<file path="config.mk">
export PLATFORM = sky130hd
export DESIGN_NAME = uart_bootloader_host_flat
export DESIGN_NICKNAME = d
export VERILOG_FILES = /design/src/rtl/uart_bootloader_host_pkg.sv /design/src/rtl/uart_bootloader_host_if.sv /design/src/rtl/uart_bootloader_host_break_gen.sv /design/src/rtl/uart_bootloader_host.sv /design/src/flat_wrapper.sv
export SDC_FILE = /design/constraint.sdc
export NUM_CORES = 1
export LEC_CHECK = 0
export BUFFER_PORTS_ARGS = -buffer_cell sky130_fd_sc_hd__buf_2
export CAP_MARGIN = 20
export CORE_MARGIN = 1.5
export CORE_UTILIZATION = 60
export CTS_CLUSTER_DIAMETER = 50
export DETAILED_ROUTE_END_ITERATION = 7
export HOLD_SLACK_MARGIN = 0.06
export PLACE_DENSITY = 0.87
export SLEW_MARGIN = 20
export SYNTH_ARGS = -nofsm -noshare
export SYNTH_HDL_FRONTEND = slang
export SYNTH_SLANG_ARGS = --single-unit
</file>
<file path="constraint.sdc">
create_clock -name clk -period 8.8 [get_ports clk]
set_clock_uncertainty 0.05 [all_clocks]
set_input_delay 1.76 -clock clk [delete_from_list [all_inputs] [get_ports clk]]
set_output_delay 1.76 -clock clk [all_outputs]
set_load 0.05 [all_outputs]
</file>
<file path="src/rtl/uart_bootloader_host_pkg.sv">
// Shared bootloader protocol definitions:
// opcodes, sequencer states and the length width.
package bootloader_proto;

    localparam int LEN_W = 16;

    localparam logic [7:0] CMD_BOOT     = 8'h00;
    localparam logic [7:0] CMD_TRANSFER = 8'h01;

    typedef logic [LEN_W-1:0] len_t;

    typedef enum logic [3:0] {
        S_IDLE,
        S_BREAK,
        S_OPCODE,
        S_TXL,
        S_TXH,
        S_RXL,
        S_RXH,
        S_PAYLOAD,
        S_RESP
    } state_t;

    function automatic logic [7:0] op_byte(input logic op);
        return op ? CMD_TRANSFER : CMD_BOOT;
    endfunction

endpackage

</file>
<file path="src/rtl/uart_bootloader_host_if.sv">
// Host controller, payload/response streams and UART
// byte channels of the bootloader host, bundled.
interface uart_bootloader_host_if;
    import bootloader_proto::*;

    logic       cmd_valid;
    logic       cmd_ready;
    logic       cmd_op;
    len_t       cmd_tx_len;
    len_t       cmd_rx_len;
    logic       abort;

    logic       wr_valid;
    logic       wr_ready;
    logic [7:0] wr_data;

    logic       rd_valid;
    logic       rd_ready;
    logic [7:0] rd_data;

    logic       uart_tx_valid;
    logic       uart_tx_ready;
    logic [7:0] uart_tx_data;

    logic       uart_rx_valid;
    logic       uart_rx_ready;
    logic [7:0] uart_rx_data;

    logic       tx_break;
    logic       busy;
    logic       done;
    logic       err;

    modport master (
        output cmd_valid, cmd_op, cmd_tx_len, cmd_rx_len, abort,
        output wr_valid, wr_data, rd_ready,
        output uart_tx_ready, uart_rx_valid, uart_rx_data,
        input  cmd_ready, wr_ready, rd_valid, rd_data,
        input  uart_tx_valid, uart_tx_data, uart_rx_ready,
        input  tx_break, busy, done, err
    );

    modport slave (
        input  cmd_valid, cmd_op, cmd_tx_len, cmd_rx_len, abort,
        input  wr_valid, wr_data, rd_ready,
        input  uart_tx_ready, uart_rx_valid, uart_rx_data,
        output cmd_ready, wr_ready, rd_valid, rd_data,
        output uart_tx_valid, uart_tx_data, uart_rx_ready,
        output tx_break, busy, done, err
    );

endinterface

</file>
<file path="src/rtl/uart_bootloader_host_break_gen.sv">
// Line break generator: BREAK_CYCLES of low line followed
// by a 2*BREAK_CYCLES idle guard, busy for the whole span.
module break_gen #(
    parameter int unsigned BREAK_CYCLES = 2083
) (
    input  logic clk,
    input  logic rst,
    input  logic i_start,
    output logic o_busy,
    output logic o_break
);
    localparam logic [31:0] LAST_BRK = 32'(BREAK_CYCLES - 1);
    localparam logic [31:0] LAST_ALL = 32'(3 * BREAK_CYCLES - 1);

    logic [31:0] r_cnt;
    logic        r_busy;
    logic        r_brk;

    // Count out break then guard; a new start restarts the sequence.
    always_ff @(posedge clk) begin
        if (rst) begin
            r_cnt  <= '0;
            r_busy <= 1'b0;
            r_brk  <= 1'b0;
        end else if (i_start) begin
            r_cnt  <= '0;
            r_busy <= 1'b1;
            r_brk  <= 1'b1;
        end else if (r_busy) begin
            if (r_cnt == LAST_ALL) begin
                r_cnt  <= '0;
                r_busy <= 1'b0;
                r_brk  <= 1'b0;
            end else begin
                r_cnt <= r_cnt + 32'd1;
                if (r_cnt == LAST_BRK) r_brk <= 1'b0;
            end
        end
    end

    assign o_busy  = r_busy;
    assign o_break = r_brk;

endmodule

</file>
<file path="src/rtl/uart_bootloader_host.sv">
// Host-side UART bootloader initiator: break, opcode, lengths,
// payload pass-through and response collection with timeout.
module uart_bootloader_host
    import bootloader_proto::*;
#(
    parameter int CLK_FREQ           = 12000000,
    parameter int UART_BAUDRATE      = 115200,
    parameter int BREAK_BITS         = 20,
    parameter int RESP_TIMEOUT_BYTES = 64
) (
    input  logic                  clk,
    input  logic                  rst,
    uart_bootloader_host_if.slave bus
);
    localparam longint BRK_L =
        64'(BREAK_BITS) * 64'(CLK_FREQ) / 64'(UART_BAUDRATE);
    localparam longint TMO_L =
        64'(RESP_TIMEOUT_BYTES) * 64'(10) * 64'(CLK_FREQ) / 64'(UART_BAUDRATE);
    localparam logic [31:0] BREAK_CYCLES   = BRK_L[31:0];
    localparam logic [31:0] TIMEOUT_CYCLES = TMO_L[31:0];

    state_t      r_state;
    logic        r_op;
    len_t        r_tx_len;
    len_t        r_rx_len;
    len_t        r_cnt;
    logic [31:0] r_tmo;
    logic        r_ret_idle;

    logic        w_tx_valid;
    logic [7:0]  w_tx_data;
    logic        w_wr_ready;
    logic        w_rd_valid;
    logic [7:0]  w_rd_data;
    logic        w_rx_ready;

    logic        w_accept;
    logic        w_reject;
    logic        w_abort;
    logic        w_tx_hs;
    logic        w_rd_hs;
    logic        w_tx_last;
    logic        w_rx_last;
    logic        w_tmo_hit;
    logic        w_bg_start;
    logic        w_bg_busy;
    logic        w_break;
    logic        w_done;
    logic        w_err;

    assign w_accept  = (r_state == S_IDLE) && bus.cmd_valid;
    assign w_reject  = w_accept && bus.cmd_op &&
                       ((bus.cmd_tx_len == '0) || (bus.cmd_rx_len == '0));
    assign w_abort   = bus.abort && (r_state != S_IDLE);
    assign w_tx_hs   = w_tx_valid && bus.uart_tx_ready;
    assign w_rd_hs   = (r_state == S_RESP) && bus.uart_rx_valid && bus.rd_ready;
    assign w_tx_last = (r_cnt == r_tx_len - 16'd1);
    assign w_rx_last = (r_cnt == r_rx_len - 16'd1);
    assign w_tmo_hit = (r_state == S_RESP) && !bus.uart_rx_valid &&
                       (r_tmo == TIMEOUT_CYCLES);
    assign w_bg_start = (w_accept && !w_reject) || w_abort || w_tmo_hit;

    // An abort cancels the command, so it also suppresses its done/err.
    assign w_done = !w_abort &&
                    (((r_state == S_OPCODE) && w_tx_hs && !r_op) ||
                     (w_rd_hs && w_rx_last));
    assign w_err  = w_reject || (w_tmo_hit && !w_abort);

    break_gen #(
        .BREAK_CYCLES(BREAK_CYCLES)
    ) u_break (
        .clk     (clk),
        .rst     (rst),
        .i_start (w_bg_start),
        .o_busy  (w_bg_busy),
        .o_break (w_break)
    );

    // Byte-channel muxing: header bytes from registers, streams pass through.
    always_comb begin
        w_tx_valid = 1'b0;
        w_tx_data  = 8'h00;
        w_wr_ready = 1'b0;
        w_rd_valid = 1'b0;
        w_rd_data  = 8'h00;
        w_rx_ready = 1'b1;
        unique case (r_state)
            S_OPCODE: begin
                w_tx_valid = 1'b1;
                w_tx_data  = op_byte(r_op);
            end
            S_TXL: begin
                w_tx_valid = 1'b1;
                w_tx_data  = r_tx_len[7:0];
            end
            S_TXH: begin
                w_tx_valid = 1'b1;
                w_tx_data  = r_tx_len[15:8];
            end
            S_RXL: begin
                w_tx_valid = 1'b1;
                w_tx_data  = r_rx_len[7:0];
            end
            S_RXH: begin
                w_tx_valid = 1'b1;
                w_tx_data  = r_rx_len[15:8];
            end
            S_PAYLOAD: begin
                w_tx_valid = bus.wr_valid;
                w_tx_data  = bus.wr_data;
                w_wr_ready = bus.uart_tx_ready;
            end
            S_RESP: begin
                w_rd_valid = bus.uart_rx_valid;
                w_rd_data  = bus.uart_rx_data;
                w_rx_ready = bus.rd_ready;
            end
            default: ;
        endcase
    end

    // Sequencer: break, opcode, lengths, payload, response; abort overrides.
    always_ff @(posedge clk) begin
        if (rst) begin
            r_state    <= S_IDLE;
            r_op       <= 1'b0;
            r_tx_len   <= '0;
            r_rx_len   <= '0;
            r_cnt      <= '0;
            r_tmo      <= '0;
            r_ret_idle <= 1'b0;
        end else begin
            unique case (r_state)
                S_IDLE: begin
                    if (w_accept) begin
                        r_op       <= bus.cmd_op;
                        r_tx_len   <= bus.cmd_tx_len;
                        r_rx_len   <= bus.cmd_rx_len;
                        r_cnt      <= '0;
                        r_ret_idle <= 1'b0;
                        if (!w_reject) r_state <= S_BREAK;
                    end
                end
                S_BREAK: begin
                    if (!w_bg_busy)
                        r_state <= r_ret_idle ? S_IDLE : S_OPCODE;
                end
                S_OPCODE: begin
                    if (w_tx_hs) r_state <= r_op ? S_TXL : S_IDLE;
                end
                S_TXL: if (w_tx_hs) r_state <= S_TXH;
                S_TXH: if (w_tx_hs) r_state <= S_RXL;
                S_RXL: if (w_tx_hs) r_state <= S_RXH;
                S_RXH: begin
                    if (w_tx_hs) begin
                        r_cnt   <= '0;
                        r_state <= S_PAYLOAD;
                    end
                end
                S_PAYLOAD: begin
                    if (w_tx_hs) begin
                        if (w_tx_last) begin
                            r_cnt   <= '0;
                            r_tmo   <= '0;
                            r_state <= S_RESP;
                        end else begin
                            r_cnt <= r_cnt + 16'd1;
                        end
                    end
                end
                S_RESP: begin
                    r_tmo <= bus.uart_rx_valid ? 32'd0 : r_tmo + 32'd1;
                    if (w_rd_hs) begin
                        if (w_rx_last) r_state <= S_IDLE;
                        else           r_cnt   <= r_cnt + 16'd1;
                    end else if (w_tmo_hit) begin
                        r_state    <= S_BREAK;
                        r_ret_idle <= 1'b1;
                    end
                end
                default: r_state <= S_IDLE;
            endcase
            if (w_abort) begin
                r_state    <= S_BREAK;
                r_ret_idle <= 1'b1;
            end
        end
    end

    assign bus.cmd_ready     = (r_state == S_IDLE);
    assign bus.busy          = (r_state != S_IDLE);
    assign bus.done          = w_done;
    assign bus.err           = w_err;
    assign bus.tx_break      = w_break;
    assign bus.wr_ready      = w_wr_ready;
    assign bus.rd_valid      = w_rd_valid;
    assign bus.rd_data       = w_rd_data;
    assign bus.uart_tx_valid = w_tx_valid;
    assign bus.uart_tx_data  = w_tx_data;
    assign bus.uart_rx_ready = w_rx_ready;

endmodule
</file>
<file path="src/flat_wrapper.sv">
// flat-port wrapper written by rule: the top's interface ports become plain ports
module uart_bootloader_host_flat import bootloader_proto::*;
#(
    parameter int CLK_FREQ           = 12000000,
    parameter int UART_BAUDRATE      = 115200,
    parameter int BREAK_BITS         = 20,
    parameter int RESP_TIMEOUT_BYTES = 64
)
  (clk, rst, bus_cmd_valid, bus_cmd_op, bus_cmd_tx_len, bus_cmd_rx_len, bus_abort, bus_wr_valid, bus_wr_data, bus_rd_ready, bus_uart_tx_ready, bus_uart_rx_valid, bus_uart_rx_data, bus_cmd_ready, bus_wr_ready, bus_rd_valid, bus_rd_data, bus_uart_tx_valid, bus_uart_tx_data, bus_uart_rx_ready, bus_tx_break, bus_busy, bus_done, bus_err);
  uart_bootloader_host_if bus_i ();
  input  logic clk;
  input  logic rst;
  input wire logic [$bits(bus_i.cmd_valid)-1:0] bus_cmd_valid;
  input wire logic [$bits(bus_i.cmd_op)-1:0] bus_cmd_op;
  input wire logic [$bits(bus_i.cmd_tx_len)-1:0] bus_cmd_tx_len;
  input wire logic [$bits(bus_i.cmd_rx_len)-1:0] bus_cmd_rx_len;
  input wire logic [$bits(bus_i.abort)-1:0] bus_abort;
  input wire logic [$bits(bus_i.wr_valid)-1:0] bus_wr_valid;
  input wire logic [$bits(bus_i.wr_data)-1:0] bus_wr_data;
  input wire logic [$bits(bus_i.rd_ready)-1:0] bus_rd_ready;
  input wire logic [$bits(bus_i.uart_tx_ready)-1:0] bus_uart_tx_ready;
  input wire logic [$bits(bus_i.uart_rx_valid)-1:0] bus_uart_rx_valid;
  input wire logic [$bits(bus_i.uart_rx_data)-1:0] bus_uart_rx_data;
  output wire logic [$bits(bus_i.cmd_ready)-1:0] bus_cmd_ready;
  output wire logic [$bits(bus_i.wr_ready)-1:0] bus_wr_ready;
  output wire logic [$bits(bus_i.rd_valid)-1:0] bus_rd_valid;
  output wire logic [$bits(bus_i.rd_data)-1:0] bus_rd_data;
  output wire logic [$bits(bus_i.uart_tx_valid)-1:0] bus_uart_tx_valid;
  output wire logic [$bits(bus_i.uart_tx_data)-1:0] bus_uart_tx_data;
  output wire logic [$bits(bus_i.uart_rx_ready)-1:0] bus_uart_rx_ready;
  output wire logic [$bits(bus_i.tx_break)-1:0] bus_tx_break;
  output wire logic [$bits(bus_i.busy)-1:0] bus_busy;
  output wire logic [$bits(bus_i.done)-1:0] bus_done;
  output wire logic [$bits(bus_i.err)-1:0] bus_err;
  assign bus_i.cmd_valid = bus_cmd_valid;
  assign bus_i.cmd_op = bus_cmd_op;
  assign bus_i.cmd_tx_len = bus_cmd_tx_len;
  assign bus_i.cmd_rx_len = bus_cmd_rx_len;
  assign bus_i.abort = bus_abort;
  assign bus_i.wr_valid = bus_wr_valid;
  assign bus_i.wr_data = bus_wr_data;
  assign bus_i.rd_ready = bus_rd_ready;
  assign bus_i.uart_tx_ready = bus_uart_tx_ready;
  assign bus_i.uart_rx_valid = bus_uart_rx_valid;
  assign bus_i.uart_rx_data = bus_uart_rx_data;
  assign bus_cmd_ready = bus_i.cmd_ready;
  assign bus_wr_ready = bus_i.wr_ready;
  assign bus_rd_valid = bus_i.rd_valid;
  assign bus_rd_data = bus_i.rd_data;
  assign bus_uart_tx_valid = bus_i.uart_tx_valid;
  assign bus_uart_tx_data = bus_i.uart_tx_data;
  assign bus_uart_rx_ready = bus_i.uart_rx_ready;
  assign bus_tx_break = bus_i.tx_break;
  assign bus_busy = bus_i.busy;
  assign bus_done = bus_i.done;
  assign bus_err = bus_i.err;
  uart_bootloader_host #(.CLK_FREQ(CLK_FREQ), .UART_BAUDRATE(UART_BAUDRATE), .BREAK_BITS(BREAK_BITS), .RESP_TIMEOUT_BYTES(RESP_TIMEOUT_BYTES)) u_core (.clk(clk), .rst(rst), .bus(bus_i));
endmodule
</file>
==> metrics.md, run 1 <==
| Metric | Value |
|---|---|
| Final setup violation count | 0 |
| Mapped Nets | 1002 |
| Max Cap Viol | 0 |
| Crit-path max FO | 33 |
| Internal power | 1.18 mW |
| Maximum vdd drop | 0.156 mV |
| Level count of the clock H-tree | 4 |
| Post-Layout Cell Count | 1141 |
| Global-route wire length before repair | 31500 um |
| Number of global-route vias before repair | 6588 |
| Hold buffers post-CTS | 0 |
| Chip Width | 113 um |
| Sink Count | 120 |
| DRC | 6 |
| EDFF count, synth | 0 |
| Synth warn | 0 |
| Fillers | 907 |
| Antenna viol nets, final | 0 |
| Clock slew at reported path FFs | 0.06 ns |
| Violated checks | DRC |
| Top layer in use | met4 |
| Latest clock arrival within the worst-skew pair | 0.42 ns |
| GRT Total Usage | 30.8% |
| Clk buf depth | 2 |
| Slew Limit Fails | 0 |
| Distinct cells, synth | 64 |
| Post_cts resized | 0 |
| WL final | 19100 um |
| Ys async rst share | 0% |
| Die ar. | 0.0127 mm2 |
| Setup crit end kind | primary output |
| Initial DRC count | 729 |
| Worst Setup Start Kind | primary input |
| Flop pwr share | 36.0% |
| Switching power | 0.536 mW |
| Root buffer cell | clkbuf_16 |
| Worst-margin pin slew | 1.04 ns |
| Final GP Congestion | 0.949 |
| Placed Cells incl. Taps | 1109 |
| Hold Vio Cnt, Final | 0 |
| Cell Area, Synth | 0.00720 mm2 |
| Finished Cell Area | 0.00822 mm2 |
| Cell Pwr Density | 209 mW/mm2 |
| Total power | 1.72 mW |
| Met1 WL | 7960 um |
| Net Sw Frac | 31.2% |
| Core Region | 0.0116 mm2 |
| Met2 wire length | 9030 um |
| Total I/O pin count | 82 |
| Seq/Total Area, Yosys | 33.4% |
| Clock power share | 42.0% |
| Final Cycle Share | 61.3% |
| Logic pwr share | 22.0% |
| Largest net degree at the start of global routing | 52 |
| Via-per-instance ratio | 6.15 |
| Layout Utilization | 71.0% |
| Site row count | 39 |
| Initial antenna violation count | 0 |
| # port buffers | 81 |
| Crit path DAT | 3.58 ns |
| Post-layout min period | 5.39 ns |
| WHS | 0.406 ns |
| RSZ-0062 raised after global routing | no |
| DP Worst Slack | 3.47 ns |
| Num CTS Buffers | 17 |
| Syn_area_per_cell | 7.68 um2 |
| Initial core utilization | 62.3% |
| Synth Flop Type | dfxtp_1 |
| Worst min-delay path class | flip-flop to flip-flop |
| Critical path class | primary input to primary output |
| Via count | 7022 |
| Area Overhead vs Synth | 14.1% |
| DP Area | 0.00759 mm2 |
| Normalized max-slew margin | 30.0% |
| Diodes inserted | 0 |
| DR WL/cell | 16.7 um |
| Critical Path RT | 6.99 ns |
| Post-Synthesis Cells | 937 |
| Post-CTS Setup Inserts | 0 |
| Fmax | 0.185 GHz |
| Total iterations of the first detailed-routing run | 8 |
| Final HPWL DP | 12900 um |
| TritonCTS clock tree | yes |
| Metal3 WL | 1410 um |
| Aggregate global routing overflow | 0 |
| Setup ws final | 3.41 ns |
| P_leak | 3.11 nW |
| Setup TNS | 0 ns |
| Fin nets | 1050 |
| Die Ht | 113 um |
| Synth Register Bits | 120 |
| Status | finished, violations left |
| Share of layout cells above drive strength 1 | 15.0% |
-- layout make-up --
cell class	instances	area, um2	share of cell area [%]
clock buffers	21	470	5.73
clock inverters	11	146	1.78
inverters	21	78.8	0.959
multi-input cells	740	4500	54.8
flip-flops and latches	120	2400	29.2
well taps	143	179	2.18
repair buffers	85	435	5.30
-- cells in the final DEF (no fill, tap or decap), types with 3 or more instances in the layout --
cell type,instances
a211oi_1,3
a21o_1,4
a21oi_1,70
a22oi_1,13
a31oi_1,7
and2_1,3
and3_1,34
and4_1,4
buf_2,81
buf_4,4
bufinv_16,3
clkbuf_16,17
clkbuf_8,3
clkinvlp_4,5
dfxtp_1,120
ha_1,8
inv_1,21
mux2_2,8
mux2i_1,8
nand2_1,121
nand2b_1,6
nand3_1,44
nand4_1,26
nor2_1,117
nor2b_1,6
nor3_1,33
nor3_2,3
nor3b_1,6
nor4_1,32
nor4b_1,4
o2111ai_1,3
o21ai_0,25
or2_2,3
or3_1,9
xnor2_1,51
xor2_1,46
-- registers in the layout, indices dropped and copies added, names as in the netlist --
register,count
u_core.u_break.o_busy,1
u_core.r_op,1
u_core.u_break.o_break,1
u_core.u_break.r_cnt,32
u_core.r_state,4
u_core.r_rx_len,16
u_core.r_tx_len,16
u_core.r_tmo,32
u_core.r_cnt,16
u_core.r_ret_idle,1
-- layer usage --
layer / track usage, % / vias to the layer above
met5: 0 / -
met4: 14.3 / 0
met3: 6.80 / 60
met2: 51.0 / 314
met1: 38.2 / 3237
li1: - / 3411
-- critical path, stage by stage --
cell and delay [ns]:
buf_2 0.09, and2_1 0.79, nand2_1 0.16, a21oi_1 0.36, a21o_1 0.15, buf_2 0.27
-- cells in the mapped netlist, drive strengths merged, types with 21 or more instances --
| library cell | n | area (um2) |
|---|---|---|
| nor4 | 33 | 213 |
| nor3 | 37 | 205 |
| nor2 | 118 | 450 |
| o21ai | 26 | 134 |
| xnor2 | 51 | 447 |
| nand4 | 27 | 175 |
| a21oi | 70 | 350 |
| nand3 | 44 | 220 |
| nand2 | 121 | 454 |
| dfxtp | 120 | 2400 |
| and3 | 34 | 213 |
| inv | 21 | 78.8 |
| xor2 | 46 | 403 |
| clkbuf | 44 | 165 |
-- power by group through the flow --
| stage | Sequential [mW] | Combinational, mW | Clock [mW] |
|---|---|---|---|
| 2_1_floorplan | 0.604 | 0.310 | 0 |
| 3_3_place_gp | 0.626 | 0.361 | 0 |
| 3_5_place_dp | 0.627 | 0.368 | 0 |
| 4_1_cts | 0.616 | 0.373 | 0.725 |
| 5_1_grt | 0.621 | 0.415 | 0.748 |
| 6_report | 0.619 | 0.377 | 0.720 |
-- worst paths after layout --
kind                      from                 to  cells past startpoint  slack [ns]
max              bus_cmd_valid            bus_err                      6        3.41
min          u_core.r_ret_idle  u_core.r_ret_idle                      2        0.41
max reg2reg  u_core.r_state[1]   u_core.r_cnt[15]                      9        4.76
min reg2reg  u_core.r_ret_idle  u_core.r_ret_idle                      2        0.41
-- cells by family after synthesis --
family / share of synthesized area (%)
muxes: 2.99
xor gates and xnor gates: 11.8
buffers and inverters: 4.36
AOI/OAI and AO/OA: 13.3
adders and majority gates: 1.39
and+or+nand+nor: 32.8
DFF: 33.4
(Power assumes the default switching activity.)
==> run 2, diff against run 1 <==
CORE_UTILIZATION = 54   (was 60)
PLACE_DENSITY = 0.82   (was 0.87)
clock period = 4.9 ns   (was 8.8 ns; I/O delays follow)
==> run 2 against run 1 <==
  * The run now ends clean
  * Hold slack got worse by 0.00097 ns
  * First-iteration DRC count decreased by 13%
  * Utilization fell by 8.5 points
  * Sequential share of layout area is essentially flat
  * Power up 73%
  * Sequential cell count stayed put
  * Combinational power up 76%
  * Design area is essentially flat
  * Critical path type is now flip-flop to primary output
  * Highest routed layer is now met5
==> metrics.md, run 2 (synthesis results as in run 1) <==
| Metric | Value |
|---|---|
| Status | complete, no violations |
| Die Ht | 118 um (+5.3%) |
| Final HPWL DP | 13100 um (+0.88%) |
| Logic pwr share | 22.3% (+0.3 points) |
| Share of layout cells above drive strength 1 | 15.1% (+0.040 points) |
| Net Sw Frac | 32.4% (+1.2 points) |
| WL final | 18600 um (-2.7%) |
| Maximum vdd drop | 0.244 mV (+56%) |
| Final setup violation count | 0 (unchanged) |
| Initial DRC count | 636 (-13%) |
| Worst-margin pin slew | 1.03 ns (-0.0106 ns) |
| Fmax | 0.230 GHz |
| Chip Width | 118 um (+5.3%) |
| Post_cts resized | 0 (unchanged) |
| Internal power | 2.01 mW (+70%) |
| Diodes inserted | 0 (unchanged) |
| Slew Limit Fails | 0 (unchanged) |
| Worst min-delay path class | flip-flop to flip-flop |
| Site row count | 42 (+7.7%) |
| Number of global-route vias before repair | 6205 (-5.8%) |
| Most common cell after layout, fill and taps aside | nand2_1 |
| Level count of the clock H-tree | 4 (unchanged) |
| Num CTS Buffers | 17 (unchanged) |
| Hold Vio Cnt, Final | 0 (unchanged) |
| Clock slew at reported path FFs | 0.06 ns (about the same) |
| Global-route wire length before repair | 30000 um (-4.7%) |
| Sink Count | 120 (unchanged) |
| DRC | 0 (-6) |
| Post-Layout Cell Count | 1178 (+3.2%) |
| Normalized max-slew margin | 30.5% (+0.50 points) |
| Max Cap Viol | 0 (unchanged) |
| Largest net degree at the start of global routing | 52 (unchanged) |
| Finished Cell Area | 0.00822 mm2 (about the same) |
| Hold buffers post-CTS | 0 (unchanged) |
| Total power | 2.98 mW (+73%) |
| Setup crit end kind | primary output |
| Top Registers | u_core.r_tmo: 32 flops, u_core.u_break.r_cnt: 32 flops |
| TritonCTS clock tree | yes |
| Final Cycle Share | 88.8% |
| Initial core utilization | 54.8% (-7.5 points) |
| Critical path class | flip-flop to primary output |
| Fillers | 1146 (+26%) |
| Placed Cells incl. Taps | 1146 (+3.3%) |
| Clock power share | 39.8% (-2.2 points) |
| Root buffer cell | clkbuf_16 |
| Fin nets | 1054 (+0.38%) |
| Core Region | 0.0131 mm2 (+14%) |
| Total iterations of the first detailed-routing run | 6 (-2) |
| Setup TNS | 0 ns (unchanged) |
| Crit-path max FO | 7 (-79%) |
| Via-per-instance ratio | 5.88 (-4.5%) |
| # port buffers | 81 (unchanged) |
| Critical Path RT | 3.87 ns (-3.12 ns) |
| Worst Setup Start Kind | flip-flop |
| Via count | 6923 (-1.4%) |
| Total I/O pin count | 82 (unchanged) |
| GRT Total Usage | 26.4% (-4.3 points) |
| Crit path DAT | 3.32 ns (-0.26 ns) |
| Flop pwr share | 37.8% (+1.8 points) |
| Post-layout min period | 4.35 ns |
| Initial antenna violation count | 1 (+1) |
| RSZ-0062 raised after global routing | no |
| DP Area | 0.00766 mm2 (+0.94%) |
| Antenna viol nets, final | 0 (unchanged) |
| Post-CTS Setup Inserts | 0 (unchanged) |
| Clk buf depth | 2 (unchanged) |
| Final GP Congestion | 0.918 (-3.2%) |
| Aggregate global routing overflow | 0 (unchanged) |
| Most frequent cells in the layout | nand2_1, dfxtp_1, nor2_1 |
| Die ar. | 0.0140 mm2 (+11%) |
| Latest clock arrival within the worst-skew pair | 0.43 ns (about the same) |
| Cell Pwr Density | 362 mW/mm2 (+73%) |
| P_leak | 3.10 nW (-0.19%) |
| Area Overhead vs Synth | 14.1% (about the same) |
| DR WL/cell | 15.8 um (-5.7%) |
| Switching power | 0.965 mW (+80%) |
run 2: cell count changes in the layout (fill, tap and decap cells not counted), sizes merged:
cell	delta
buf	+4
bufinv	-2
clkbuf	+1
clkinv	+1
clkinvlp	-1
inv	+1
run 2: power groups by stage:
| stage | logic (mW) | registers, mW | clock network (mW) |
|---|---|---|---|
| after global routing | 0.726 | 1.13 | 1.24 |
| after CTS | 0.662 | 1.12 | 1.19 |
| after global placement | 0.648 | 1.14 | 0 |
| after floorplan | 0.556 | 1.08 | 0 |
| after detailed placement | 0.657 | 1.14 | 0 |
| final | 0.665 | 1.13 | 1.19 |
run 2: metal layers:
metal	up-vias	part of all wire, %	GRT usage [%]
met5	-	0.070	0
met4	2	2.1	9.56
met3	43	7.1	6.23
met2	267	47	43.4
met1	3204	44	33.9
li1	3407	-	-
run 2: per-stage QoR:
stage / hold slack [ns] / setup WS (ns) / utilization [%]
6_report: 0.405 / 0.547 / 62.6
5_1_grt: 0.441 / 0.250 / 62.6
4_1_cts: 0.408 / 0.547 / 62.6
3_5_place_dp: 0.402 / 1.01 / 58.3
3_3_place_gp: 0.393 / 1.04 / 58.3
2_1_floorplan: 0.382 / 0.962 / -
run 2: cell type report:
type / instances / area, um2 / area share, %
clock buffers: 22 / 464 / 5.65
clock inverters: 10 / 96.3 / 1.17
inverters: 21 / 78.8 / 0.959
multi-input cells: 740 / 4490 / 54.6
flip-flops and latches: 120 / 2400 / 29.2
well taps: 176 / 220 / 2.68
repair buffers: 89 / 465 / 5.66
run 2: critical path: stages, from the launching register on:
cell and delay [ns]:
dfxtp_1 0.37, inv_1 0.08, ha_1 0.21, nor3b_2 0.43, a21oi_1 0.16, o21a_1 0.20
a211o_1 0.30, a2111oi_4 0.34, nand4_2 0.20, nor2_1 0.13, a31oi_1 0.05, nor2_1 0.14
buf_2 0.29
run 2: final timing paths:
path / from / end / slack [ns] / cells after the start
min: u_core.r_ret_idle / u_core.r_ret_idle / 0.40 / 2
max reg2reg: u_core.r_tx_len[0] / u_core.r_tmo[6] / 1.31 / 11
min reg2reg: u_core.r_ret_idle / u_core.r_ret_idle / 0.40 / 2
max: u_core.r_rx_len[0] / bus_done / 0.55 / 12
==> run 3, diff against run 2 <==
CTS_BUF_LIST = sky130_fd_sc_hd__clkbuf_8 sky130_fd_sc_hd__clkbuf_16   (was unset)
SYNTH_HIERARCHICAL = 1   (was unset)
==> run 3 against run 2 <==
  * First-iteration DRC count increased by 7.9%
  * Design area increased by 3.8%
  * Non-clock buffer count increased by 1
  * Critical path type unchanged
  * Critical endpoint unchanged
  * Largest power group unchanged
  * Highest routed layer is now met4
==> metrics.md, run 3 <==
| Metric | Value |
|---|---|
| Crit-path max FO | 9 (+2) |
| Largest net degree at the start of global routing | 48 (-7.7%) |
| Num CTS Buffers | 17 (unchanged) |
| Internal power | 2.18 mW (+8.2%) |
| Aggregate global routing overflow | 0 (unchanged) |
| Flop pwr share | 35.7% (-2.1 points) |
| Status | complete, no violations |
| Top cells by area, synth | dfxtp_1, nand2_1, xor2_1, a21oi_1, nor2_1 |
| Setup ws final | 0.183 ns (-0.364 ns) |
| DR WL/cell | 16.7 um (+6.1%) |
| Distinct cells, synth | 81 (+27%) |
| Critical Path RT | 3.87 ns (about the same) |
| Syn_area_per_cell | 7.72 um2 (+0.51%) |
| Clk buf depth | 2 (unchanged) |
| Final setup violation count | 0 (unchanged) |
| Cell Area, Synth | 0.00748 mm2 (+3.9%) |
| WHS | 0.445 ns (+0.0406 ns) |
| Worst-path cell chain | inv_1 -> ha_1 -> or4b_1 -> or3_1 -> a2111o_1 -> a2111oi_4 -> nand3_1 -> a21oi_1 -> buf_2 |
| Diodes inserted | 0 (unchanged) |
| Total power | 3.25 mW (+9.0%) |
| Net Sw Frac | 32.9% (+0.51 points) |
| Chip Width | 121 um (+1.9%) |
| DRC | 0 (unchanged) |
| EDFF count, synth | 0 (unchanged) |
| Most common cell after layout, fill and taps aside | nand2_1 |
| Switching power | 1.07 mW (+11%) |
| P_leak | 3.16 nW (+2.0%) |
| Hold depth | 2 (unchanged) |
| Share of the synthesized area in the top cell type | 32.1% (-1.3 points) |
| Post-Synthesis Cells | 969 (+3.4%) |
| Crit path DAT | 3.69 ns (+0.37 ns) |
| Die Ht | 121 um (+1.9%) |
| Clock power share | 40.7% (+0.9 points) |
| Initial core utilization | 55.9% (+1.0 points) |
| Seq/Total Area, Yosys | 32.1% (-1.3 points) |
| Hold Path End | u_core/u_break/o_break |
| Synth warn | 6 (+6) |
| R2r startpoint | u_core/r_rx_len[0] |
| Initial antenna violation count | 0 (-1) |
| CP max stage cell | or4b_1 |
| Level count of the clock H-tree | 4 (unchanged) |
| CP max stage delay | 0.51 ns (+0.08 ns) |
| Synth Flop Type | dfxtp_1 |
| Post-Layout Cell Count | 1211 (+2.8%) |
| Slew Limit Fails | 0 (unchanged) |
| RSZ-0062 raised after global routing | no |
| Logic pwr share | 23.6% (+1.3 points) |
| WP buf/inv | 2 (unchanged) |
| Initial DRC count | 686 (+7.9%) |
| Total iterations of the first detailed-routing run | 6 (unchanged) |
| Hold Vio Cnt, Final | 0 (unchanged) |
| Core Region | 0.0134 mm2 (+2.0%) |
| # port buffers | 81 (unchanged) |
| Synth cell count leaders | nand2_1, dfxtp_1, nor2_1 |
| Post-layout min period | 4.72 ns (+0.364 ns) |
| Setup TNS | 0 ns (unchanged) |
| Area Overhead vs Synth | 13.9% |
| Sink Count | 120 (unchanged) |
| Synth Register Bits | 120 (unchanged) |
| Via count | 7560 (+9.2%) |
| Hold buffers post-CTS | 0 (unchanged) |
| Share of layout cells above drive strength 1 | 14.4% (-0.67 points) |
| Final HPWL DP | 14100 um (+7.7%) |
| Ys async rst share | 0% (unchanged) |
| WP depth | 9 (-3) |
| Worst min-delay path class | flip-flop to flip-flop |
| Setup crit end kind | primary output |
| Max Cap Viol | 0 (unchanged) |
| WL final | 20200 um (+9.1%) |
| Hold path startpoint | u_core/u_break/o_break |
| Worst Setup Start Kind | flip-flop |
| Critical path class | flip-flop to primary output |
| Final Cycle Share | 96.3% (+7.4 points) |
| Maximum vdd drop | 0.276 mV (+13%) |
| Clock slew at reported path FFs | 0.06 ns (about the same) |
| Antenna viol nets, final | 0 (unchanged) |
| Layout Utilization | 63.6% (+1.1 points) |
| TritonCTS clock tree | yes |
| Mapped Nets | 1034 (+3.2%) |
| Cell family with most CP delay | compound AO/OA/AOI/OAI gates |
| DP Area | 0.00790 mm2 (+3.2%) |
| Number of global-route vias before repair | 6850 (+10%) |
| Global-route wire length before repair | 32700 um (+9.1%) |
| Top Registers | u_core/r_tmo: 32 flops, u_core/u_break/r_cnt: 32 flops |
| Worst-margin pin slew | 1.09 ns (+0.0554 ns) |
| Reg2reg setup slack | 1.32 ns (about the same) |
| Root buffer cell | clkbuf_16 |
| Placed Cells incl. Taps | 1178 (+2.8%) |
| Most frequent cell after synthesis | nand2_1 |
| Total I/O pin count | 82 (unchanged) |
| Most frequent cells in the layout | nand2_1, dfxtp_1, nor2_1 |
| Normalized max-slew margin | 26.8% (-3.7 points) |
| Reg2reg end | u_core/r_cnt[3] |
| Fmax | 0.212 GHz (-7.7%) |
| Fin nets | 1087 (+3.1%) |
| Reg2Reg Depth | 10 (-1) |
| Finished Cell Area | 0.00853 mm2 (+3.8%) |
| GRT Total Usage | 28.2% (+1.8 points) |
| Cell taking the most area after synthesis | dfxtp_1 |
| Final GP Congestion | 0.923 (+0.53%) |
| DP Worst Slack | 0.609 ns (-0.397 ns) |
| Via-per-instance ratio | 6.24 (+6.2%) |
| Cell Pwr Density | 381 mW/mm2 (+5.0%) |
| Site row count | 42 (unchanged) |
| Die ar. | 0.0146 mm2 (+3.8%) |
| Latest clock arrival within the worst-skew pair | 0.43 ns (about the same) |
## run 3: worst max-delay path by stage
stage,from,to,slack [ns]
final,u_core/r_rx_len[0],bus_done,0.18
after floorplan,u_core/r_rx_len[0],bus_done,0.56
after detailed placement,u_core/r_rx_len[0],bus_done,0.61
after CTS,u_core/r_rx_len[0],bus_done,0.14
after global placement,u_core/r_rx_len[0],bus_done,0.63
after global routing,u_core/r_rx_len[0],bus_done,0.02
## run 3: timing repair
item,CTS,global route
resized for setup,0,1
endpoints found under the setup margin,0,1
setup buffers,0,1
## run 3: per-layer routing
metal,part of all wire [%],vias up,track usage (%)
met4,3.6,0,14.1
met5,0,-,0
li1,-,3659,-
met1,44,3511,36.7
met2,45,325,43.9
met3,7.5,65,6.32
## run 3: final cells by class
type | instances | area, um2
multi-input cells | 766 | 4710
clock buffers | 18 | 439
clock inverters | 14 | 180
inverters | 27 | 101
repair buffers | 90 | 473
well taps | 176 | 220
flip-flops and latches | 120 | 2400
fillers | 1180 | 4870
## run 3: cell families after synthesis
logic type | Yosys count | share of synthesized area [%]
simple gates | 458 | 32.1
fa+ha+maj | 8 | 1.34
mux | 12 | 1.62
flops | 120 | 32.1
buf+inv | 83 | 5.05
xor+xnor | 81 | 9.48
compound gates | 207 | 18.3
## run 3: worst register-to-register path: stages (launching register included)
cell and delay [ns]:
dfxtp_1 0.37, inv_1 0.11, ha_1 0.31, or4b_1 0.51, or3_1 0.37, a2111o_1 0.47
a2111oi_4 0.48, buf_4 0.20, a21o_1 0.32, o21ai_0 0.16, a21oi_1 0.16
## run 3: power by group through the flow
stage | combinational [mW] | sequential (mW) | clock, mW
floorplan | 0.646 | 1.10 | 0
global placement | 0.734 | 1.17 | 0
detailed placement | 0.746 | 1.17 | 0
CTS | 0.755 | 1.15 | 1.34
global route | 0.846 | 1.17 | 1.38
finish | 0.766 | 1.16 | 1.32
